==> config.mk <==
export PLATFORM = sky130hd
export DESIGN_NAME = axis_skid_buffer
export DESIGN_NICKNAME = d
export VERILOG_FILES = /design/src/rtl/axis_skid_buffer.sv
export SDC_FILE = /design/constraint.sdc
export NUM_CORES = 1
export LEC_CHECK = 0
export ABC_AREA = 1
export CAP_MARGIN = 10
export CORE_ASPECT_RATIO = 0.7
export CORE_MARGIN = 2
export CORE_UTILIZATION = 45
export CTS_CLUSTER_SIZE = 10
export DETAILED_ROUTE_END_ITERATION = 10
export GPL_TIMING_DRIVEN = 1
export PLACE_DENSITY = 0.78
export SETUP_SLACK_MARGIN = 0.2
export SLEW_MARGIN = 20
export SYNTH_ARGS = -nofsm -noshare
export SYNTH_HDL_FRONTEND = slang
export SYNTH_SLANG_ARGS = --single-unit
==> constraint.sdc <==
create_clock -name aclk -period 1.3 [get_ports aclk]
set_input_delay 0.26 -clock aclk [delete_from_list [all_inputs] [get_ports aclk]]
set_output_delay 0.26 -clock aclk [all_outputs]
set_load 0.03 [all_outputs]
==> src/rtl/axis_skid_buffer.sv <==
// Two-entry registered AXI-Stream slice: a main output register backed by one
// skid entry, with a registered input ready so neither side sees a comb path.
module axis_skid_buffer #(
  parameter int WIDTH = 8
) (
  input  logic             aclk,
  input  logic             areset,
  input  logic             in_valid,
  input  logic [WIDTH-1:0] in_data,
  output logic             in_ready,
  output logic             out_valid,
  output logic [WIDTH-1:0] out_data,
  input  logic             out_ready
);

  logic             main_v_q, main_v_d, skid_v_q, skid_v_d;
  logic [WIDTH-1:0] main_q, main_d, skid_q, skid_d;
  logic             ready_q;
  logic             in_fire;

  assign in_fire   = in_valid & ready_q;
  assign in_ready  = ready_q;
  assign out_valid = main_v_q;
  assign out_data  = main_q;

  always_comb begin
    main_v_d = main_v_q;
    main_d   = main_q;
    skid_v_d = skid_v_q;
    skid_d   = skid_q;
    if (!main_v_q || out_ready) begin
      if (skid_v_q) begin
        main_v_d = 1'b1;
        main_d   = skid_q;
        skid_v_d = 1'b0;
      end else begin
        main_v_d = in_fire;
        if (in_fire) main_d = in_data;
      end
    end else if (in_fire) begin
      skid_v_d = 1'b1;
      skid_d   = in_data;
    end
  end

  // ready is held low during reset and only depends on skid occupancy afterwards
  always_ff @(posedge aclk or negedge areset) begin
    if (!areset) begin
      main_v_q <= 1'b0;
      main_q   <= '0;
      skid_v_q <= 1'b0;
      skid_q   <= '0;
      ready_q  <= 1'b0;
    end else begin
      main_v_q <= main_v_d;
      main_q   <= main_d;
      skid_v_q <= skid_v_d;
      skid_q   <= skid_d;
      ready_q  <= !skid_v_d;
    end
  end

endmodule

# Yosys cells after proc, flatten, opt, wreduce, memory -nomap -nowiden
# Cells that the tools add are included.
totals:
  ff_bits: 19
  input_bits: 12
  out_inout_bits: 10
classes:
  bitwise_logic: 2
  n_reduce_logical: 6
  mux: 5
op_table:
  columns: ["cell", "n"]
  rows:
  - ["2-to-1 mux 8 bit", 2]
  - ["AND reduction 2 bit", 2]
  - ["2-to-1 mux 1 bit", 3]
  - ["zero test 1 bit", 2]
  - ["nonzero test 2 bit", 1]
  - ["AND 1 bit", 1]
  - ["logical OR 1 bit", 1]
  - ["inverter 1 bit", 1]

# Depth between registers and ports, before layout
logic_depth:
  depth_word: 4
  ltp_mapped: 6

# Worst setup path before layout
# No wires, ideal clock.
synth_path:
  path_type: "register to register"
  start: "register main_v_q, in the netlist out_valid"
  end: "register skid_q[0]"
  n_path_buf: 0
  t_required_ns: 1.181
  slack_ns: 0.181
  setup_time_ns: 0.119
  t_arrival_ns: 1.000
  path_stages_with_launch: 4
  cell_sequence: "dfrtp_1 -> nand4_1 -> nand2_1 -> nand2_1"
synth_between:
  elab_chain_cells: 4
synth_lines:
  columns: ["element", "line_no", "text"]
  rows:
  - ["start, declared", "16", "logic main_v_q, main_v_d, skid_v_q, skid_v_d;"]
  - ["start signal, assigned", "55", "main_v_q <= main_v_d;"]
  - ["zero test 1 bit", "31", "if (!main_v_q || out_ready) begin"]
  - ["logical OR 1 bit", "31", null]
  - ["inverter 1 bit (no source line)", null, null]
  - ["AND reduction 2 bit (no source line)", null, null]
  - ["end signal, assigned", "58", "skid_q <= skid_d;"]
  - ["end, declared", "17", "logic [WIDTH-1:0] main_q, main_d, skid_q, skid_d;"]
# No other way between the ends.
# A chain may end at the register's enable or synchronous reset.

# Worst setup path in the final report
layout_path:
  start: "register main_q[1], in the netlist out_data[1]"
  end: "output out_data[1]"
layout_lines:
  columns: ["element", "line_no", "text"]
  rows:
  - ["start, declared", "17", null]
  - ["start signal, assigned", "56", "main_q <= main_d;"]
  - ["end, declared", "12", "output logic [WIDTH-1:0] out_data,"]
# No word-level cell between the ends.

==> results by group <==
Logic synthesis
  • Sequential area share after synthesis: 0.5413
  • Synth cell types: 11
  • Yosys reg bits: 19
  • Mapped Nets: 116
  • Area of the mapped netlist: 878.3 um^2
  • Syn Area/Cell: 8.446 um^2
  • Syn Inst Count: 104
  • YS warnings: 0

Floorplanning
  • CORE AREA: 1854 um^2
  • Chip width: 56.81 um
  • Die footprint: 2327 um^2
  • Initial Util: 0.4737
  • Chip Height: 40.97 um
  • Standard-cell row count: 13
  • Top Ports: 22

Route
  • WL final: 1878 um
  • Post-route ant nets: 0
  • Starting DRT DRC Count: 19
  • Via count: 735
  • DR WL/cell: 11.89 um
  • DR vias/cell: 4.652
  • Drt drc: 0
  • Initial DRT Pass Iterations: 4

Setup path
  • WP data required: 1.04 ns
  • CP Max Fanout: 2
  • Buf/Inv on CP: 1
  • CP max stage delay: 0.41 ns
  • Crit-path slowest cell: dfrtp_1
  • Delay-heaviest family, CP: flip-flops
  • Crit path kind: reg -> out
  • Cell chain of the critical path: buf_6
  • Reg2Reg Setup Slack: 0.26 ns
  • Crit path launch type: register
  • Critical Path AT: 0.85 ns
  • Critical path endpoint category: output pin

STA
  • RSZ-0062 raised after global routing: yes
  • Slew headroom: 0.8330
  • Min Hold Slack: 0.3023 ns
  • Worst slew pin tran: 0.2506 ns
  • Setup Skew: 0.005134 ns
  • Fin crit share: 0.8523
  • Crit path time final: 1.108 ns
  • Fin. max-slew vios: 0
  • # setup viols final: 0
  • PnR worst setup slack: 0.1919 ns
  • Final hold vios: 0
  • Maximum clock rate: 902.5 MHz
  • Sum Neg Setup Slack: 0 ns

Placement
  • Post-DP HPWL: 1400 um
  • IO buf count: 21
  • Post-placement cell count: 148
  • Dpl ws: -0.05974 ns
  • GPL Wtd Cong: 0.8227

Power
  • Power per cell area: 1613 nW/um^2
  • Psw: 0.0007290 W
  • Seq pwr share: 0.441
  • Power share of the clock group: 0.150
  • Int Pwr: 0.001239 W
  • Switch share: 0.3705
  • Static leakage: 0.6387 nW
  • Combinational Power Share: 0.409
  • Peak supply drop: 0.8981 mV

Global routing
  • Number of global-route vias before repair: 656
  • Grt ovf: 0
  • GR Util All Layers: 0.1757
  • Largest net degree at the start of global routing: 20
  • First-pass GRT wire length: 2884 um
  • Initial antenna violation count: 0

Finish
  • Layout filler cell count: 171
  • Antenna cells: 0
  • Nets: 149
  • Layout cells sized above 1: 0.2279
  • Post-Layout Cell Count: 158
  • Area Growth Syn to Fin: 38.89%

CTS
  • Worst skew pair latency: 0.29 ns
  • CTS hold repair buffers: 0
  • Clock-pin slew on the worst setup and hold paths: 0.11 ns
  • CTS tree: yes
  • CTS buffer count: 3
  • CTS Buffer Depth: 2
  • CTS root buffer: clkbuf_4
  • H-tree levels: 1
  • CTS Sinks: 19

Worst hold path
  • Worst hold path class: in -> async

Run status
  • Status: completed

Job
  • Max-Cap Viols: 0
==> metal layers <==
layer,wire [um],share of wire,track usage,vias up
li1,-,-,-,385
met1,829,0.44,0.2067,331
met2,936,0.50,0.3227,19
met3,111,0.059,0.07571,0
met4,0,0,0.01744,0
met5,0,0,0,-
==> flip-flops by register name, summed over array words and instances (netlist names) <==
signal	flops
out_data	8
skid_q	8
in_ready	1
out_valid	1
skid_v_q	1
==> cell families (layout without fill, tap and decap cells) <==
kind of cell    Yosys count  count (layout)  share of synthesized area
compound gates            1               1                   0.009973
buf+inv                   5              37                    0.04416
flops                    19              19                     0.5413
simple gates             79              79                     0.4046
==> cell usage in the layout (no fill, tap or decap) <==
cell type	count
buf_4	9
buf_6	10
nand2_8	3
nand2_4	1
nand4_1	1
clkdlybuf4s50_1	11
a21oi_2	1
inv_1	2
nor2_4	1
inv_6	1
nand3_1	8
clkbuf_4	3
clkbuf_1	1
dfrtp_1	17
dfrtp_2	2
nand2_1	65
==> final cells by class <==
class / instances / area, um^2 / share of cell area
well taps: 22 / 27.53 / 0.02256
multi-input cells: 80 / 381.6 / 0.3128
clock buffers: 4 / 26.28 / 0.02154
repair buffers: 30 / 290.3 / 0.2379
inverters: 3 / 16.27 / 0.01333
flip-flops and latches: 19 / 478.0 / 0.3918
==> metrics by stage <==
| step | instance area, um^2 | power (W) | utilization |
|---|---|---|---|
| final | 1220 | 0.001968 | 0.6579 |
| after global routing | 1220 | 0.002099 | 0.6579 |
| after CTS | 1195 | 0.001962 | 0.6444 |
| after detailed placement | 1104 | 0.001555 | 0.5951 |
| after global placement | 1104 | 0.001532 | 0.5951 |
| after floorplan | 880.8 | 0.001284 | - |
==> power groups by stage <==
stage                     Sequential [W]  Clock (W)  Combinational [W]
after global placement          0.000869          0           0.000664
after floorplan                  0.00102          0           0.000263
after global routing            0.000889   0.000335           0.000875
after CTS                       0.000870   0.000312           0.000780
after detailed placement        0.000876          0           0.000679
final                           0.000867   0.000295           0.000805
==> worst paths after layout <==
kind | depth (start not counted) | to | startpoint
max | 1 | out_data[1] | out_data[1]$_DFFE_PN0P_
min | 2 | out_data[2]$_DFFE_PN0P_ | areset
max reg2reg | 5 | skid_q[6]$_DFFE_PN0P_ | out_valid$_DFFE_PN0P_
min reg2reg | 2 | skid_q[5]$_DFFE_PN0P_ | skid_q[5]$_DFFE_PN0P_
max in group asynchronous | 2 | out_valid$_DFFE_PN0P_ | areset
min in group aclk | 2 | skid_q[5]$_DFFE_PN0P_ | skid_q[5]$_DFFE_PN0P_
==> Yosys cell counts <==
cell type  number  area share
a21oi_2         1       0.010
nand2_4         3       0.038
nor2_4          1       0.013
nand2_8         1       0.023
inv_1           2      0.0086
buf_6           2       0.026
nand2_1        65        0.28
nand3_1         8       0.046
inv_6           1       0.010
dfrtp_1        19        0.54
nand4_1         1      0.0071
==> timing repair <==
item,in CTS,in global routing
resized for setup,34,2
buffers inserted,5,1
hold endpoints to repair,0,0
endpoints found under the setup margin,10,17
Note: power is estimated with default switching activity, not from simulation.
